### config.mk
export PLATFORM = sky130hd
export DESIGN_NAME = add_arbiter_flat
export DESIGN_NICKNAME = d
export VERILOG_FILES = /design/src/rtl/add_arbiter_if.sv /design/src/rtl/add_arbiter.sv /design/src/flat_wrapper.sv
export SDC_FILE = /design/constraint.sdc
export NUM_CORES = 1
export LEC_CHECK = 0
export CORE_ASPECT_RATIO = 0.9
export CORE_MARGIN = 5
export CORE_UTILIZATION = 35
export CTS_BUF_LIST = sky130_fd_sc_hd__clkbuf_4
export CTS_CLUSTER_SIZE = 24
export DETAILED_ROUTE_END_ITERATION = 16
export HOLD_SLACK_MARGIN = 0.08
export PLACE_DENSITY = 0.81
export RECOVER_POWER = 50
export SYNTH_ARGS = -nofsm -noshare
export SYNTH_HDL_FRONTEND = slang
export SYNTH_SLANG_ARGS = --single-unit
### constraint.sdc
create_clock -name clk -period 3.7 [get_ports clk]
set_input_delay 0.555 -clock clk [delete_from_list [all_inputs] [get_ports clk]]
set_output_delay 0.555 -clock clk [all_outputs]
set_load 0.02 [all_outputs]
### src/rtl/add_arbiter_if.sv
// Handshake bundle between four operand requesters, the shared-adder arbiter and the result consumer.
// valid/ready: a transfer happens on a rising edge where both valid and ready are high; valid must not depend on ready.
interface add_arbiter_if #(parameter int WIDTH = 32);
  logic [3:0]         req_valid;
  logic [4*WIDTH-1:0] req_a;
  logic [4*WIDTH-1:0] req_b;
  logic [3:0]         req_ready;
  logic               res_valid;
  logic               res_ready;
  logic [WIDTH-1:0]   res_y;
  logic               res_carry;
  logic [1:0]         res_id;
  logic               dbg_state;
  logic [1:0]         dbg_rr_ptr;

  modport master (
    output req_valid, req_a, req_b, res_ready,
    input  req_ready, res_valid, res_y, res_carry, res_id, dbg_state, dbg_rr_ptr
  );

  modport slave (
    input  req_valid, req_a, req_b, res_ready,
    output req_ready, res_valid, res_y, res_carry, res_id, dbg_state, dbg_rr_ptr
  );
endinterface

### src/rtl/add_arbiter.sv
// Four-way round-robin arbiter feeding one shared adder into a single-entry output register.
// The output register drains and reloads in the same cycle, so throughput is one result per cycle.
module add_arbiter #(
  parameter int WIDTH = 32
) (
  input  logic        clk,
  input  logic        rst,
  add_arbiter_if.slave bus
);

  typedef enum logic {EMPTY = 1'b0, FULL = 1'b1} state_t;

  state_t           state_q, state_d;
  logic [1:0]       rr_ptr_q, rr_ptr_d;
  logic [WIDTH-1:0] y_q, y_d;
  logic             carry_q, carry_d;
  logic [1:0]       id_q, id_d;

  logic             can_load;
  logic             grant_found;
  logic [1:0]       grant_idx;
  logic [1:0]       scan_idx;
  logic             fire;
  logic [WIDTH-1:0] a_sel, b_sel;
  logic [WIDTH:0]   sum;

  // Scan from the farthest offset down so the nearest valid requester above rr_ptr wins.
  always_comb begin
    grant_found = 1'b0;
    grant_idx   = rr_ptr_q;
    scan_idx    = 2'd0;
    for (int k = 3; k >= 0; k--) begin
      scan_idx = rr_ptr_q + 2'(k);
      if (bus.req_valid[scan_idx]) begin
        grant_found = 1'b1;
        grant_idx   = scan_idx;
      end
    end
  end

  assign can_load      = (state_q == EMPTY) || bus.res_ready;
  assign fire          = can_load && grant_found && !rst;
  assign bus.req_ready = fire ? (4'b0001 << grant_idx) : 4'b0000;

  assign a_sel = bus.req_a[int'(grant_idx)*WIDTH +: WIDTH];
  assign b_sel = bus.req_b[int'(grant_idx)*WIDTH +: WIDTH];
  assign sum   = {1'b0, a_sel} + {1'b0, b_sel};

  always_comb begin
    state_d  = state_q;
    rr_ptr_d = rr_ptr_q;
    y_d      = y_q;
    carry_d  = carry_q;
    id_d     = id_q;
    if (fire) begin
      state_d  = FULL;
      rr_ptr_d = grant_idx + 2'd1;
      y_d      = sum[WIDTH-1:0];
      carry_d  = sum[WIDTH];
      id_d     = grant_idx;
    end else if (state_q == FULL && bus.res_ready) begin
      state_d = EMPTY;
    end
  end

  always_ff @(posedge clk or posedge rst) begin
    if (rst) begin
      state_q  <= EMPTY;
      rr_ptr_q <= 2'd0;
      y_q      <= '0;
      carry_q  <= 1'b0;
      id_q     <= 2'd0;
    end else begin
      state_q  <= state_d;
      rr_ptr_q <= rr_ptr_d;
      y_q      <= y_d;
      carry_q  <= carry_d;
      id_q     <= id_d;
    end
  end

  assign bus.res_valid  = (state_q == FULL);
  assign bus.res_y      = y_q;
  assign bus.res_carry  = carry_q;
  assign bus.res_id     = id_q;
  assign bus.dbg_state  = state_q;
  assign bus.dbg_rr_ptr = rr_ptr_q;

endmodule

### src/flat_wrapper.sv
// flat-port wrapper written by rule: the top's interface ports become plain ports
module add_arbiter_flat 
#(
  parameter int WIDTH = 32
)
  (clk, rst, bus_req_valid, bus_req_a, bus_req_b, bus_res_ready, bus_req_ready, bus_res_valid, bus_res_y, bus_res_carry, bus_res_id, bus_dbg_state, bus_dbg_rr_ptr);
  add_arbiter_if #(.WIDTH(WIDTH)) bus_i ();
  input  logic clk;
  input  logic rst;
  input wire logic [$bits(bus_i.req_valid)-1:0] bus_req_valid;
  input wire logic [$bits(bus_i.req_a)-1:0] bus_req_a;
  input wire logic [$bits(bus_i.req_b)-1:0] bus_req_b;
  input wire logic [$bits(bus_i.res_ready)-1:0] bus_res_ready;
  output wire logic [$bits(bus_i.req_ready)-1:0] bus_req_ready;
  output wire logic [$bits(bus_i.res_valid)-1:0] bus_res_valid;
  output wire logic [$bits(bus_i.res_y)-1:0] bus_res_y;
  output wire logic [$bits(bus_i.res_carry)-1:0] bus_res_carry;
  output wire logic [$bits(bus_i.res_id)-1:0] bus_res_id;
  output wire logic [$bits(bus_i.dbg_state)-1:0] bus_dbg_state;
  output wire logic [$bits(bus_i.dbg_rr_ptr)-1:0] bus_dbg_rr_ptr;
  assign bus_i.req_valid = bus_req_valid;
  assign bus_i.req_a = bus_req_a;
  assign bus_i.req_b = bus_req_b;
  assign bus_i.res_ready = bus_res_ready;
  assign bus_req_ready = bus_i.req_ready;
  assign bus_res_valid = bus_i.res_valid;
  assign bus_res_y = bus_i.res_y;
  assign bus_res_carry = bus_i.res_carry;
  assign bus_res_id = bus_i.res_id;
  assign bus_dbg_state = bus_i.dbg_state;
  assign bus_dbg_rr_ptr = bus_i.dbg_rr_ptr;
  add_arbiter #(.WIDTH(WIDTH)) u_core (.clk(clk), .rst(rst), .bus(bus_i));
endmodule
==> insert_results.sql, run 1 <==
INSERT INTO impl_metrics (metric_group, metric, value, unit) VALUES
('clock_tree', 'cts_hold_buf', '0', ''),
('global_route', 'grt.overflow.total', '0', ''),
('final_layout', 'share_of_cells_above_drive_strength_1', '34.6', '%'),
('power_and_ir_drop', 'leakagePower', '4.07', 'nW'),
('synth', 'synth.top_cells.by_area', 'mux4_2 (30%), dfrtp_1 (20%), ha_1 (9.4%)', ''),
('timing', 'slew_headroom', '-49.6', '%'),
('clock_tree', 'cts_sinks', '38', ''),
('detailed_routing', 'detail_route.first_pass.iterations', '5', ''),
('timing', 'grt_setup_unrepaired', 'true', ''),
('critical_path', 'critPathLaunchType', 'input port', ''),
('min_path', 'hold_path_class', 'flop to flop', ''),
('detailed_routing', 'antenna_violating_nets_post_route', '0', ''),
('detailed_routing', 'vias', '5781', ''),
('detailed_routing', 'drt_wl_total', '21500', 'um'),
('final_layout', 'layout.filler_cells', '881', ''),
('synth', 'ys_dominant_reg_cell', 'dfrtp_1', ''),
('critical_path', 'timing_worst_setup_path_type', 'input port to flop', ''),
('floorplanning', 'floorplan.core_area', '13400', 'um2'),
('global_route', 'grt_util_all_layers', '25.1', '%'),
('clock_tree', 'clk_transition_reported_paths', '0.13', 'ns'),
('timing', 'highest_clock_rate', '245', 'MHz'),
('timing', 'hold_slack', '0.494', 'ns'),
('critical_path', 'setup.worst_path.end_class', 'flop', ''),
('synth', 'synth_top_area_cell', 'mux4_2', ''),
('power_and_ir_drop', 'powerDensity', '891', 'nW/um2'),
('floorplanning', 'die_height', '121', 'um'),
('final_layout', 'final-instance-count-excl-fill', '1062', ''),
('final_layout', 'nNetsFinal', '1192', ''),
('synth', 'post_synth_instance_area', '4770', 'um2'),
('timing', 'slew_viol_final', '39', ''),
('synth', 'synth.ff_latch_count', '38', ''),
('clock_tree', 'ctsLongestPathBuffers', '2', ''),
('detailed_routing', 'wl_per_cell', '20.2', 'um'),
('final_layout', 'post_synthesis_to_final_layout_area_growth', '107', '%'),
('place', 'io_buffers', '305', ''),
('global_route', 'initial_antenna_violation_count', '1', ''),
('clock_tree', 'clk_root_buffer_cell', 'clkbuf_4', ''),
('timing', 'setup_viol', '23', ''),
('synth', 'post-synth-top-area-fraction', '30.2', '%'),
('floorplanning', 'floorplan.io_pins', '306', ''),
('timing', 'worst_slack', '-0.375', 'ns'),
('run_status', 'failed_checks', 'max-capacitance violations, max-slew violations, negative setup slack', ''),
('critical_path', 'timing.critical_path.required', '3.93', 'ns'),
('synth', 'postSynthCellCount', '456', ''),
('clock_tree', 'cts_buffers', '5', ''),
('power_and_ir_drop', 'report.power.total', '8.82', 'mW'),
('critical_path', 'critical_path_arrival', '4.30', 'ns'),
('floorplanning', 'num_rows', '40', ''),
('floorplanning', 'floorplan.initialDensity', '35.7', '%'),
('synth', 'yosys.cell_types.count', '65', ''),
('timing', 'final_cycle_utilization_of_the_critical_path', '110', '%'),
('power_and_ir_drop', 'ir_worst_vdd', '0.438', 'mV'),
('detailed_routing', 'post-route-drc-count', '0', ''),
('clock_tree', 'clk_latency_worst_skew_pair', '0.35', 'ns'),
('critical_path', 'critical_path.max_fanout', '5', ''),
('synth', 'synth_sequential_area_ratio', '19.9', '%'),
('detailed_routing', 'detail_route.iter0.violations', '394', ''),
('timing', 'skew', '0.0150', 'ns'),
('place', 'dp.cells', '1017', ''),
('place', 'dpl_wire_length', '16600', 'um'),
('run', 'timing.max_cap.violations', '1', ''),
('synth', 'async_flop_share', '100', '%'),
('run_status', 'run_status', 'finished, violations left', ''),
('timing', 'timing_hold_violations_final', '0', ''),
('clock_tree', 'htree_levels', '2', ''),
('detailed_routing', 'vias_per_cell', '5.44', ''),
('floorplanning', 'design.die.area', '16100', 'um2'),
('synth', 'synth_edf_count', '0', ''),
('timing', 'min_period', '4.08', 'ns'),
('timing', 'worst_pin_slew', '2.24', 'ns'),
('synth', 'synthesis.area_per_instance', '10.5', 'um2'),
('clock_tree', 'cts_tree', 'yes', ''),
('floorplanning', 'die_width', '133', 'um'),
('global_route', 'grt_pass1_wl', '32700', 'um'),
('synth', 'synth-warning-count', '0', ''),
('global_route', 'vias_in_the_first_global_route', '6481', ''),
('global_route', 'maximum_number_of_pins_on_one_net_before_global_route_repair', '39', ''),
('final_layout', 'fin_util', '74.0', '%'),
('synth', 'mappedNetlistNets', '756', ''),
('place', 'placer_congestion', '0.882', '');
cell type report:
class                   count  area (um2)  area share (%)
well taps                 168         210            2.12
flip-flops and latches     38         953            9.64
diodes                      1        2.50          0.0253
clock buffers               5        37.5           0.379
multi-input cells         381        4170            42.1
repair buffers            458        4450            45.0
clock inverters             3        40.0           0.405
inverters                   8        30.0           0.303
placed cells by master, fill, tap and decap left out, drive strengths merged, types with 3 or more instances in the layout:
cell	n
a2111oi	4
a211oi	4
a21o	14
a21oi	35
a31oi	4
and2	6
and3	3
buf	153
clkbuf	6
clkdlybuf4s50	290
dfrtp	38
dlygate4sd3	9
ha	36
inv	8
mux4	64
nand2	57
nand2b	3
nand3	8
nor2	20
nor2b	5
o211ai	4
o21a	7
o21ai	40
o21bai	4
o31ai	5
xnor2	11
xor2	15
Yosys cell counts (all sizes together), types with 2 or more instances:
cell and instances:
clkbuf 11, a221o 2, nand2b 3, nand2 57
nor2 20, o211ai 4, and4 2, nor3 2
nor2b 5, nand4 2, a31oi 4, ha 36
a2111oi 4, and2 6, a211oi 4, mux4 64
o21ai 40, a41o 2, o31ai 5, a21o 14
or3 2, xor2 15, o21a 7, o21bai 4
and3 3, a21oi 35, xnor2 11, dfrtp 38
buf 18, nand3 8, inv 8
worst max-delay path, stage by stage:
cell             delay, ns
clkdlybuf4s15_2       0.21
inv_1                 0.09
a21o_1                0.19
a221oi_4              0.26
buf_6                 0.15
buf_6                 0.10
buf_12                0.13
buf_8                 0.12
mux4_2                0.52
ha_4                  0.26
o21a_1                0.19
o21a_1                0.17
a221o_2               0.44
a211oi_4              0.32
o31ai_2               0.12
a21oi_1               0.21
xor2_1                0.17
o21ai_1               0.07
final timing paths:
kind | end | cells after the start | slack, ns | start
setup / recovery | u_core.bus.res_y[27] | 18 | -0.38 | bus_req_valid[3]
hold / removal | u_core.bus.res_y[12] | 2 | 0.49 | u_core.bus.res_y[12]
setup reg to reg | u_core.bus.res_y[27] | 17 | -0.36 | u_core.bus.dbg_rr_ptr[0]
hold reg to reg | u_core.bus.res_y[12] | 2 | 0.49 | u_core.bus.res_y[12]
max in group asynchronous | u_core.bus.dbg_rr_ptr[1] | 3 | 0.75 | rst
min in group asynchronous | u_core.bus.res_y[18] | 3 | 1.53 | rst
kinds of logic after synthesis:
group,Yosys count,share of synthesized area (%)
AOI/OAI and AO/OA,137,19.5
xor gates and xnor gates,26,4.77
adders and majority gates,37,9.86
buffers and inverters,37,4.20
DFF,38,19.9
muxes,64,30.2
and+or+nand+nor,117,11.5
where the power goes:
group	switching (mW)	leakage [nW]	internal, mW
clock network	0.157	0.0450	0.140
registers	0.121	0.462	0.617
logic	3.55	3.56	4.23
total	3.83	4.07	4.99
state kept, by name (all words and copies together) (netlist names):
name,count
u_core.bus.res_carry,1
u_core.bus.res_id,2
u_core.bus.dbg_rr_ptr,2
u_core.bus.dbg_state,1
u_core.bus.res_y,32
what timing repair did:
action | CTS | global route
resized for setup | 94 | 35
setup buffers | 23 | 14
endpoints found under the setup margin | 31 | 30
pin swaps | 41 | 42
cloned | 4 | 0
per-stage QoR:
stage,setup TNS (ns),setup slack (ns),area (um2)
floorplan,-1.40,-0.232,4890
finish,-4.78,-0.375,9890
global route,-8.08,-0.494,9890
global placement,-22.09,-1.00,8880
detailed placement,-25.96,-1.14,8880
CTS,-3.73,-0.340,9690
routing by layer:
| metal | up-vias | GRT usage (%) | part of all wire (%) |
|---|---|---|---|
| met5 | - | 0 | 0 |
| met4 | 0 | 7.73 | 2.5 |
| met3 | 44 | 5.03 | 6.3 |
| met2 | 253 | 48.4 | 54 |
| met1 | 2813 | 27.7 | 37 |
| li1 | 2671 | - | - |
(Power assumes the default switching activity.)
==> inputs of run 2 (changes only) <==
Settings changed: PLACE_DENSITY 0.81 to 0.87.
==> run 2 against run 1 <==
  * Total power decreased by 3.0%
  * Worst setup slack worse by 0.086 ns
  * Wire length shrank 3.1%
  * Register-to-register slack lost 0.06 ns
  * Die area did not move
  * Critical path type unchanged
  * Critical path depth fell by 1
  * Sequential share of layout area rose by 0.15 points
  * Combinational power shrank 4.1%
  * Clock power up 22%
  * Critical endpoint is now u_core.bus.res_y[31]
  * Global-route usage down 0.92 points
  * The flow still finishes with violations (max-capacitance violations, max-slew violations, negative setup slack)
  * Worst hold slack lost 0.0051 ns
  * Via count down 3.4%
==> insert_results.sql, run 2 (synthesis results as in run 1) <==
INSERT INTO impl_metrics (metric_group, metric, value, unit) VALUES
('timing', 'slew_headroom', '-42.3', '%'),
('timing', 'grt_setup_unrepaired', 'true', ''),
('floorplanning', 'num_rows', '40', ''),
('detailed_routing', 'detail_route.first_pass.iterations', '4', ''),
('detailed_routing', 'post-route-drc-count', '0', ''),
('power_and_ir_drop', 'internal_cell_power', '4.90', 'mW'),
('detailed_routing', 'drt_wl_total', '20800', 'um'),
('clock_tree', 'cts_sinks', '38', ''),
('clock_tree', 'ctsLongestPathBuffers', '2', ''),
('critical_path', 'critPathLaunchType', 'input port', ''),
('place', 'placement.setup.worst_slack', '-1.10', 'ns'),
('place', 'placer_congestion', '0.870', ''),
('final_layout', 'post_synthesis_to_final_layout_area_growth', '104', '%'),
('clock_tree', 'clk_latency_worst_skew_pair', '0.35', 'ns'),
('detailed_routing', 'antenna_violating_nets_post_route', '0', ''),
('critical_path', 'setup.worst_path.start', 'bus_req_valid[3]', ''),
('floorplanning', 'die_height', '121', 'um'),
('timing', 'worst_pin_slew', '2.13', 'ns'),
('timing', 'hold_slack', '0.489', 'ns'),
('final_layout', 'nNetsFinal', '1182', ''),
('critical_path', 'timing_worst_setup_path_type', 'input port to flop', ''),
('timing', 'highest_clock_rate', '240', 'MHz'),
('timing', 'skew', '0.0145', 'ns'),
('critical_path', 'critical_path.max_fanout', '5', ''),
('clock_tree', 'clk_transition_reported_paths', '0.14', 'ns'),
('min_path', 'hold_path_class', 'flop to flop', ''),
('final_layout', 'share_of_cells_above_drive_strength_1', '33.4', '%'),
('power_and_ir_drop', 'ir_worst_vdd', '0.383', 'mV'),
('clock_tree', 'clk_root_buffer_cell', 'clkbuf_4', ''),
('detailed_routing', 'vias', '5586', ''),
('final_layout', 'max_reg_flops', '32', ''),
('power_and_ir_drop', 'part_of_the_total_power_dissipated_in_sequential_elements', '8.5', '%'),
('critical_path', 'timing.rr.start', 'u_core.bus.dbg_rr_ptr[0]', ''),
('power_and_ir_drop', 'leakagePower', '4.00', 'nW'),
('place', 'io_buffers', '305', ''),
('critical_path', 'regToRegSetupSlack', '-0.42', 'ns'),
('timing', 'min_period', '4.16', 'ns'),
('floorplanning', 'floorplan.initialDensity', '35.7', '%'),
('final_layout', 'layout.filler_cells', '886', ''),
('floorplanning', 'floorplan.core_area', '13400', 'um2'),
('critical_path', 'timing.critical_path.required', '3.93', 'ns'),
('global_route', 'initial_antenna_violation_count', '1', ''),
('final_layout', 'layout.cells.most_common', 'clkdlybuf4s50_1', ''),
('final_layout', 'final_cell_mix', 'clkdlybuf4s50_1 (289), buf_4 (120), mux4_2 (64), nand2_1 (56), dfrtp_1 (37)', ''),
('detailed_routing', 'detail_route.iter0.violations', '243', ''),
('critical_path', 'reg2regPathDepth', '16', ''),
('place', 'placedInstanceArea', '8820', 'um2'),
('global_route', 'vias_in_the_first_global_route', '6106', ''),
('power_and_ir_drop', 'powerDensity', '879', 'nW/um2'),
('critical_path', 'critical_path_arrival', '4.39', 'ns'),
('critical_path', 'setup.worst_path.end_class', 'flop', ''),
('global_route', 'grt_util_all_layers', '24.2', '%'),
('final_layout', 'design_area', '9730', 'um2'),
('place', 'dpl_wire_length', '16700', 'um'),
('run_status', 'failed_checks', 'max-capacitance violations, max-slew violations, negative setup slack', ''),
('clock_tree', 'cts_tree', 'yes', ''),
('critical_path', 'critical_path.reg2reg.endpoint', 'u_core.bus.res_y[31]', ''),
('timing', 'setup_viol', '23', ''),
('global_route', 'grt.overflow.total', '0', ''),
('timing', 'slew_viol_final', '39', ''),
('power_and_ir_drop', 'combPwrFrac', '87.2', '%'),
('place', 'dp.cells', '1010', ''),
('global_route', 'maximum_number_of_pins_on_one_net_before_global_route_repair', '39', ''),
('final_layout', 'final-instance-count-excl-fill', '1052', ''),
('timing', 'final_cycle_utilization_of_the_critical_path', '112', '%'),
('floorplanning', 'design.die.area', '16100', 'um2'),
('detailed_routing', 'wl_per_cell', '19.8', 'um'),
('run_status', 'run_status', 'finished, violations left', ''),
('clock_tree', 'cts_buffers', '5', ''),
('global_route', 'grt_pass1_wl', '31400', 'um'),
('critical_path', 'worstSetupEndpoint', 'u_core.bus.res_y[31]', ''),
('power_and_ir_drop', 'power_switching_share', '42.7', '%'),
('timing', 'timing_hold_violations_final', '0', ''),
('floorplanning', 'die_width', '133', 'um'),
('detailed_routing', 'vias_per_cell', '5.31', ''),
('power_and_ir_drop', 'power.switching', '3.65', 'mW'),
('run', 'timing.max_cap.violations', '1', ''),
('timing', 'worst_slack', '-0.461', 'ns'),
('power_and_ir_drop', 'share_clk_of_total_power', '4.3', '%'),
('clock_tree', 'htree_levels', '2', ''),
('final_layout', 'fin_util', '72.8', '%'),
('floorplanning', 'floorplan.io_pins', '306', '');
run 2: changes by cell type in the layout (fill, tap and decap cells not counted), moves of 2 or more:
cell           change
buf_12             -2
buf_16             -2
buf_6              -4
buf_8              -3
clkinv_2           -2
dlygate4sd2_1      +2
ha_1               +3
ha_2               -2
o21ai_0            -2
o21ai_1            +2
run 2: worst min-delay path by stage:
| stage | startpoint | endpoint | slack (ns) | depth (start not counted) |
|---|---|---|---|---|
| CTS | u_core.bus.res_y[22] | u_core.bus.res_y[22] | 0.49 | 2 |
| detailed placement | u_core.bus.res_y[22] | u_core.bus.res_y[22] | 0.46 | 2 |
| floorplan | u_core.bus.res_y[18] | u_core.bus.res_y[18] | 0.58 | 2 |
| global route | u_core.bus.res_y[0] | u_core.bus.res_y[0] | 0.51 | 2 |
| global placement | u_core.bus.res_y[22] | u_core.bus.res_y[22] | 0.45 | 2 |
| finish | u_core.bus.res_y[22] | u_core.bus.res_y[22] | 0.49 | 2 |
run 2: layout make-up:
type	instances	area [um2]	area share [%]
Antenna cell	1	2.50	0.0257
Clock inverter	3	68.8	0.707
Timing Repair Buffer	448	4290	44.1
Clock buffer	5	37.5	0.386
Multi-Input combinational cell	381	4140	42.5
Sequential cell	38	952	9.79
Inverter	8	30.0	0.309
Tap cell	168	210	2.16
run 2: per-stage QoR:
step | total power, mW | TNS [ns]
after floorplan | 4.34 | -1.40
after global placement | 6.71 | -22.50
after detailed placement | 6.88 | -23.83
after CTS | 7.94 | -3.72
after global routing | 9.18 | -8.87
final | 8.55 | -6.16
run 2: layer usage:
metal  vias to the layer above  part of all wire, %  GRT usage (%)
li1                       2639                    -              -
met1                      2695                   39           29.0
met2                       219                   53           44.6
met3                        33                  5.4           4.20
met4                         0                  2.6           6.69
met5                         -                    0              0
run 2: power by group through the flow:
| stage | sequential (mW) | combinational (mW) | clock [mW] |
|---|---|---|---|
| CTS | 0.727 | 6.84 | 0.373 |
| global route | 0.754 | 8.04 | 0.389 |
| floorplan | 0.967 | 3.37 | 0 |
| global placement | 0.726 | 5.99 | 0 |
| finish | 0.729 | 7.46 | 0.365 |
| detailed placement | 0.736 | 6.14 | 0 |
run 2: what timing repair did:
item                       CTS  global route
setup endpoints to repair   31            29
hold buffers                 0             0
buffers inserted            18            13
gates cloned                 3             0
pin swaps                   43            44
resized for setup           65            49
run 2: worst max-delay path: stages:
cell	delay (ns)
clkdlybuf4s15_2	0.23
inv_1	0.10
a21o_1	0.19
a221oi_4	0.33
buf_6	0.19
buf_16	0.13
buf_12	0.11
mux4_2	0.55
ha_4	0.25
o211ai_1	0.24
o211ai_1	0.12
a221o_2	0.44
a211oi_4	0.37
nor2_4	0.10
a311oi_2	0.27
or4_1	0.15
nand3_1	0.06
